==> src/rtl/add_tree_stream.sv <==
// Pipelined N-input adder tree with a first-word-fall-through output FIFO.
// Upstream credit counts FIFO entries plus sums still in flight in the tree.
module add_tree_stream #(
  parameter int DATA_WIDTH = 32,
  parameter int NUM_IN     = 6,
  parameter int SIGNED     = 0,
  parameter int FIFO_DEPTH = 8,
  localparam int LAT       = $clog2(NUM_IN),
  localparam int OUT_WIDTH = DATA_WIDTH + LAT,
  localparam int LW        = $clog2(FIFO_DEPTH) + 1
) (
  input  logic                           clk,
  input  logic                           rst,
  input  logic                           valid_i,
  output logic                           ready_o,
  input  logic [NUM_IN*DATA_WIDTH-1:0]   din,
  output logic                           valid_o,
  input  logic                           ready_i,
  output logic [OUT_WIDTH-1:0]           dout,
  output logic [LW-1:0]                  level
);

  localparam int  AW = LW - 1;
  localparam int  CW = $clog2(FIFO_DEPTH + LAT + 1) + 1;
  localparam bit  SX = (SIGNED != 0);

  function automatic int terms(input int k);
    int n;
    n = NUM_IN;
    for (int i = 0; i < k; i++) n = (n + 1) / 2;
    return n;
  endfunction

  logic                 acc;
  logic                 push;
  logic                 pop;
  logic [OUT_WIDTH-1:0] push_data;
  logic [LAT-1:0]       vbits;
  logic [CW-1:0]        pipe_nxt;

  assign acc = valid_i & ready_o;

  // Level 0 is the raw operands; levels 1..LAT-1 are registered,
  // level LAT is the combinational final add feeding the FIFO.
  for (genvar k = 0; k <= LAT; k++) begin : g_lvl
    localparam int W = DATA_WIDTH + k;
    localparam int N = terms(k);
    logic [W-1:0] t [N];
    logic         vld;

    if (k == 0) begin : g_in
      for (genvar j = 0; j < N; j++) begin : g_op
        assign t[j] = din[j*DATA_WIDTH +: DATA_WIDTH];
      end
      assign vld = acc;
    end else begin : g_add
      localparam int NP = terms(k - 1);
      logic [W-1:0] s [N];

      for (genvar j = 0; j < N; j++) begin : g_t
        logic [W-2:0] a;
        assign a = g_lvl[k-1].t[2*j];
        if (2*j + 1 < NP) begin : g_pair
          logic [W-2:0] b;
          assign b = g_lvl[k-1].t[2*j+1];
          assign s[j] = {SX & a[W-2], a} + {SX & b[W-2], b};
        end else begin : g_pass
          assign s[j] = {SX & a[W-2], a};
        end
      end

      if (k < LAT) begin : g_reg
        always_ff @(posedge clk or posedge rst) begin
          if (rst) vld <= 1'b0;
          else     vld <= g_lvl[k-1].vld;
        end

        always_ff @(posedge clk) begin
          if (g_lvl[k-1].vld) t <= s;
        end
      end else begin : g_out
        assign t   = s;
        assign vld = g_lvl[k-1].vld;
      end
    end

    if (k < LAT) begin : g_vb
      assign vbits[k] = vld;
    end
  end

  assign push      = g_lvl[LAT].vld;
  assign push_data = g_lvl[LAT].t[0];

  // After the edge, levels 1..LAT-1 hold whatever levels 0..LAT-2 hold now.
  assign pipe_nxt = CW'($countones(vbits)) - CW'(vbits[LAT-1]);

  logic [OUT_WIDTH-1:0] mem [FIFO_DEPTH];
  logic [AW-1:0]        wr_ptr;
  logic [AW-1:0]        rd_ptr;
  logic [LW-1:0]        count;
  logic [LW-1:0]        level_nxt;

  assign valid_o   = (count != '0);
  assign pop       = valid_o & ready_i;
  assign level_nxt = count + LW'(push) - LW'(pop);
  assign level     = count;
  assign dout      = valid_o ? mem[rd_ptr] : '0;

  always_ff @(posedge clk) begin
    if (push) mem[wr_ptr] <= push_data;
  end

  always_ff @(posedge clk or posedge rst) begin
    if (rst) begin
      wr_ptr  <= '0;
      rd_ptr  <= '0;
      count   <= '0;
      ready_o <= 1'b0;
    end else begin
      if (push) wr_ptr <= wr_ptr + 1'b1;
      if (pop)  rd_ptr <= rd_ptr + 1'b1;
      count   <= level_nxt;
      ready_o <= (CW'(level_nxt) + pipe_nxt) < CW'(FIFO_DEPTH);
    end
  end

endmodule

==> config.mk <==
export PLATFORM = sky130hd
export DESIGN_NAME = add_tree_stream
export DESIGN_NICKNAME = d
export VERILOG_FILES = /design/src/rtl/add_tree_stream.sv
export SDC_FILE = /design/constraint.sdc
export NUM_CORES = 1
export LEC_CHECK = 0
export BUFFER_PORTS_ARGS = -buffer_cell sky130_fd_sc_hd__buf_2
export CORE_ASPECT_RATIO = 0.9
export CORE_UTILIZATION = 45
export CTS_CLUSTER_DIAMETER = 50
export DETAILED_ROUTE_END_ITERATION = 16
export HOLD_SLACK_MARGIN = 0.15
export PLACE_DENSITY = 0.71
export SETUP_SLACK_MARGIN = 0.05
export SLEW_MARGIN = 20
export SYNTH_ARGS = -nofsm -noshare
export SYNTH_HDL_FRONTEND = slang
export SYNTH_SLANG_ARGS = --single-unit
export TNS_END_PERCENT = 20
==> constraint.sdc <==
create_clock -name clk -period 3.9 [get_ports clk]
set_input_delay 0.78 -clock clk [delete_from_list [all_inputs] [get_ports clk]]
set_output_delay 0.78 -clock clk [all_outputs]
set_load 0.1 [all_outputs]
==> results.md <==
- Status: finished, violations left
- Violated checks: DRC
- Syn_nets: 2215
- Critical path capture point type: output pin
- Final Max Tran Viols: 0
- Clock tree buffer depth: 3
- Tot Pwr: 21.5 mW
- GPL Wtd Cong: 0.941
- Number of global-route vias before repair: 16000
- Via count: 15900
- P_leak: 10.9 nW
- Initial drt markers: 935
- Tcrit/Tclk final: 0.924
- Post_cts resized: 0
- Post-synthesis average cell area: 13.4 sq um
- DRT antenna net count: 0
- Cts hold-fix bufs: 0
- Antenna violations before repair: 4
- Post-DP HPWL: 39.1 mm
- Initial core utilization: 0.459
- Root Buffer: clkbuf_16
- Port Buf Inserts: 236
- Postcts setup bufs: 0
- Max H-tree Level: 2
- Worst Path Arrival: 2.82 ns
- Vias/cell: 5.61
- IO Pins: 237
- Chip Height: 224 microns
- F_max: 278 MHz
- Layout cells sized above 1: 0.214
- Share of synthesized registers carrying an async set or reset: 0.0283
- Seq/Total Area, Yosys: 0.559
- Ys Warns: 0
- Maxcap violations: 0
- Post-synth top cells: edfxtp_1, ha_1, a21oi_1
- Syn Std Cell Area: 24600 sq um
- DRT Pass-1 Iters: 12
- Final TNS setup: 0 ns
- Startpoint types: register
- Most frequent cell after synthesis: edfxtp_1
- Crit-path max FO: 22
- Worst skew pair latency: 0.60 ns
- Worst-margin pin slew: 0.964 ns
- Yosys reg bits: 459
- Top_reg_cell synth: edfxtp_1
- NumNets Final: 2481
- Cell count after synthesis: 1839
- Clock sinks: 459
- Final min period: 3.60 ns
- Std cell rows: 80
- Power Density: 761 nW/um^2
- Required @ worst endpoint: 3.12 ns
- Chip Width: 248 microns
- RSZ-0062 raised after global routing: false
- Routed wire per std cell: 18.9 microns
- First-pass GRT wire length: 83.8 mm
- Synth-to-Final Area Change: 15.2%
- Num CTS Buffers: 49
- Share of the synthesized area in the top cell type: 0.545
- Top post-synthesis cells by area: edfxtp_1, ha_1, mux4_2, xnor2_1, a21oi_1
- Total grt overflow: 0
- GR Util All Layers: 0.194
- Final core occ: 0.529
- Worst setup margin: 0.298 ns
- Final setup fails: 0
- Distinct cells, synth: 73
- Skew final: 0.0194 ns
- DRC: 2
- HP Class: primary input to asynchronous set/reset pin
- DP Worst Slack: 0.239 ns
- Wirelength, routed: 53.6 mm
- EDFF count, synth: 446
- Hold Fails Final Rpt: 0
- Die area: 55500 sq um
- Clock-pin slew on the worst setup and hold paths: 0.06 ns
- Worst slew margin: 0.353
- Leading area contributor after synthesis: edfxtp_1
- Core area: 53500 sq um
- WS Path Type: register to output pin
- Peak supply drop: 0.459 mV
- Largest net degree at the start of global routing: 69
- TritonCTS clock tree: done
-- per-stage QoR --
| stage | instances | hold WS, ns | cell area (sq um) |
|---|---|---|---|
| finish | 2842 | 0.186 | 28300 |
| global route | 2840 | 0.217 | 28300 |
| CTS | 2840 | 0.176 | 28300 |
| detailed placement | 2751 | 0.405 | 26700 |
| global placement | 2751 | 0.403 | 26700 |
| floorplan | 1839 | 0.400 | 24600 |
-- flip-flops by register name, indices dropped and copies added, names as in the netlist --
| register | count |
|---|---|
| g_lvl.vld | 2 |
| wr_ptr | 3 |
| mem | 280 |
| g_lvl.g_add.g_t.g_pair.b | 66 |
| ready_o | 1 |
| rd_ptr | 3 |
| level | 4 |
| g_lvl.g_add.g_t.a | 100 |
-- routing by layer --
layer  up-vias  share of wire  track usage
li1       7699              -            -
met1      7655           0.44        0.256
met2       502           0.49        0.331
met3        76          0.053       0.0271
met4         4          0.021       0.0592
met5         -        0.00045            0
-- area by class of cell --
cell class              count  area (sq um)
diodes                      2          5.00
clock buffers              55          1250
clock inverters            34           348
fillers                  4455         25200
inverters                  57           218
multi-input cells        1280         10500
flip-flops and latches    459         13700
well taps                 697           872
repair buffers            258          1380
-- critical path, cell delays in order (launching register included) --
cell,delay (ns)
dfrtp_4,0.62
buf_4,0.46
mux4_2,0.57
mux2i_1,0.18
nor2_1,0.05
buf_2,0.30
-- power breakdown --
| part | switching (mW) | internal, mW |
|---|---|---|
| logic | 6.74 | 2.86 |
| clock network | 1.91 | 2.56 |
| registers | 0.350 | 7.13 |
| total | 9.00 | 12.5 |
-- path summary, 6_finish.rpt --
check | start | slack [ns] | endpoint | depth (start not counted)
max in group asynchronous | rst | 3.35 | level[2] | 2
worst min register to register | g_lvl[2].g_add.g_t[1].a[21] | 0.41 | g_lvl[3].g_add.g_t[0].g_pair.b[21] | 0
worst max register to register | g_lvl[3].g_add.g_t[0].a[0] | 0.50 | mem[5][32] | 10
worst min-delay path | rst | 0.19 | rd_ptr[0] | 2
worst max-delay path | rd_ptr[0] | 0.30 | dout[7] | 5
min in group clk | g_lvl[2].g_add.g_t[1].a[21] | 0.41 | g_lvl[3].g_add.g_t[0].g_pair.b[21] | 0
-- layout by cell type, fill, tap and decap left out, drive strengths merged, types with 12 or more instances in the layout --
cell and n:
a211oi 25, a21o 83, a21oi 132, a31oi 27, buf 258, clkbuf 55
clkinv 22, dfrtp 13, edfxtp 446, ha 174, inv 63, mux2i 38
mux4 70, nand2 93, nand2b 15, nand3 40, nand4 15, nor2 123
nor2b 17, nor3 34, o211ai 12, o21a 21, o21ai 83, o21bai 13
o31ai 15, xnor2 102, xor2 43
-- kinds of logic (layout without fill, tap and decap cells) --
| family | Yosys count | in the layout | synth area share |
|---|---|---|---|
| xor gates and xnor gates | 145 | 145 | 0.0517 |
| adders and majority gates | 180 | 180 | 0.0935 |
| and+or+nand+nor | 377 | 377 | 0.0713 |
| buffers and inverters | 100 | 404 | 0.0157 |
| DFF | 459 | 459 | 0.559 |
| AOI/OAI and AO/OA | 467 | 467 | 0.128 |
| muxes | 111 | 111 | 0.0811 |
| other | 0 | 2 | 0 |
(Power assumes the default switching activity.)
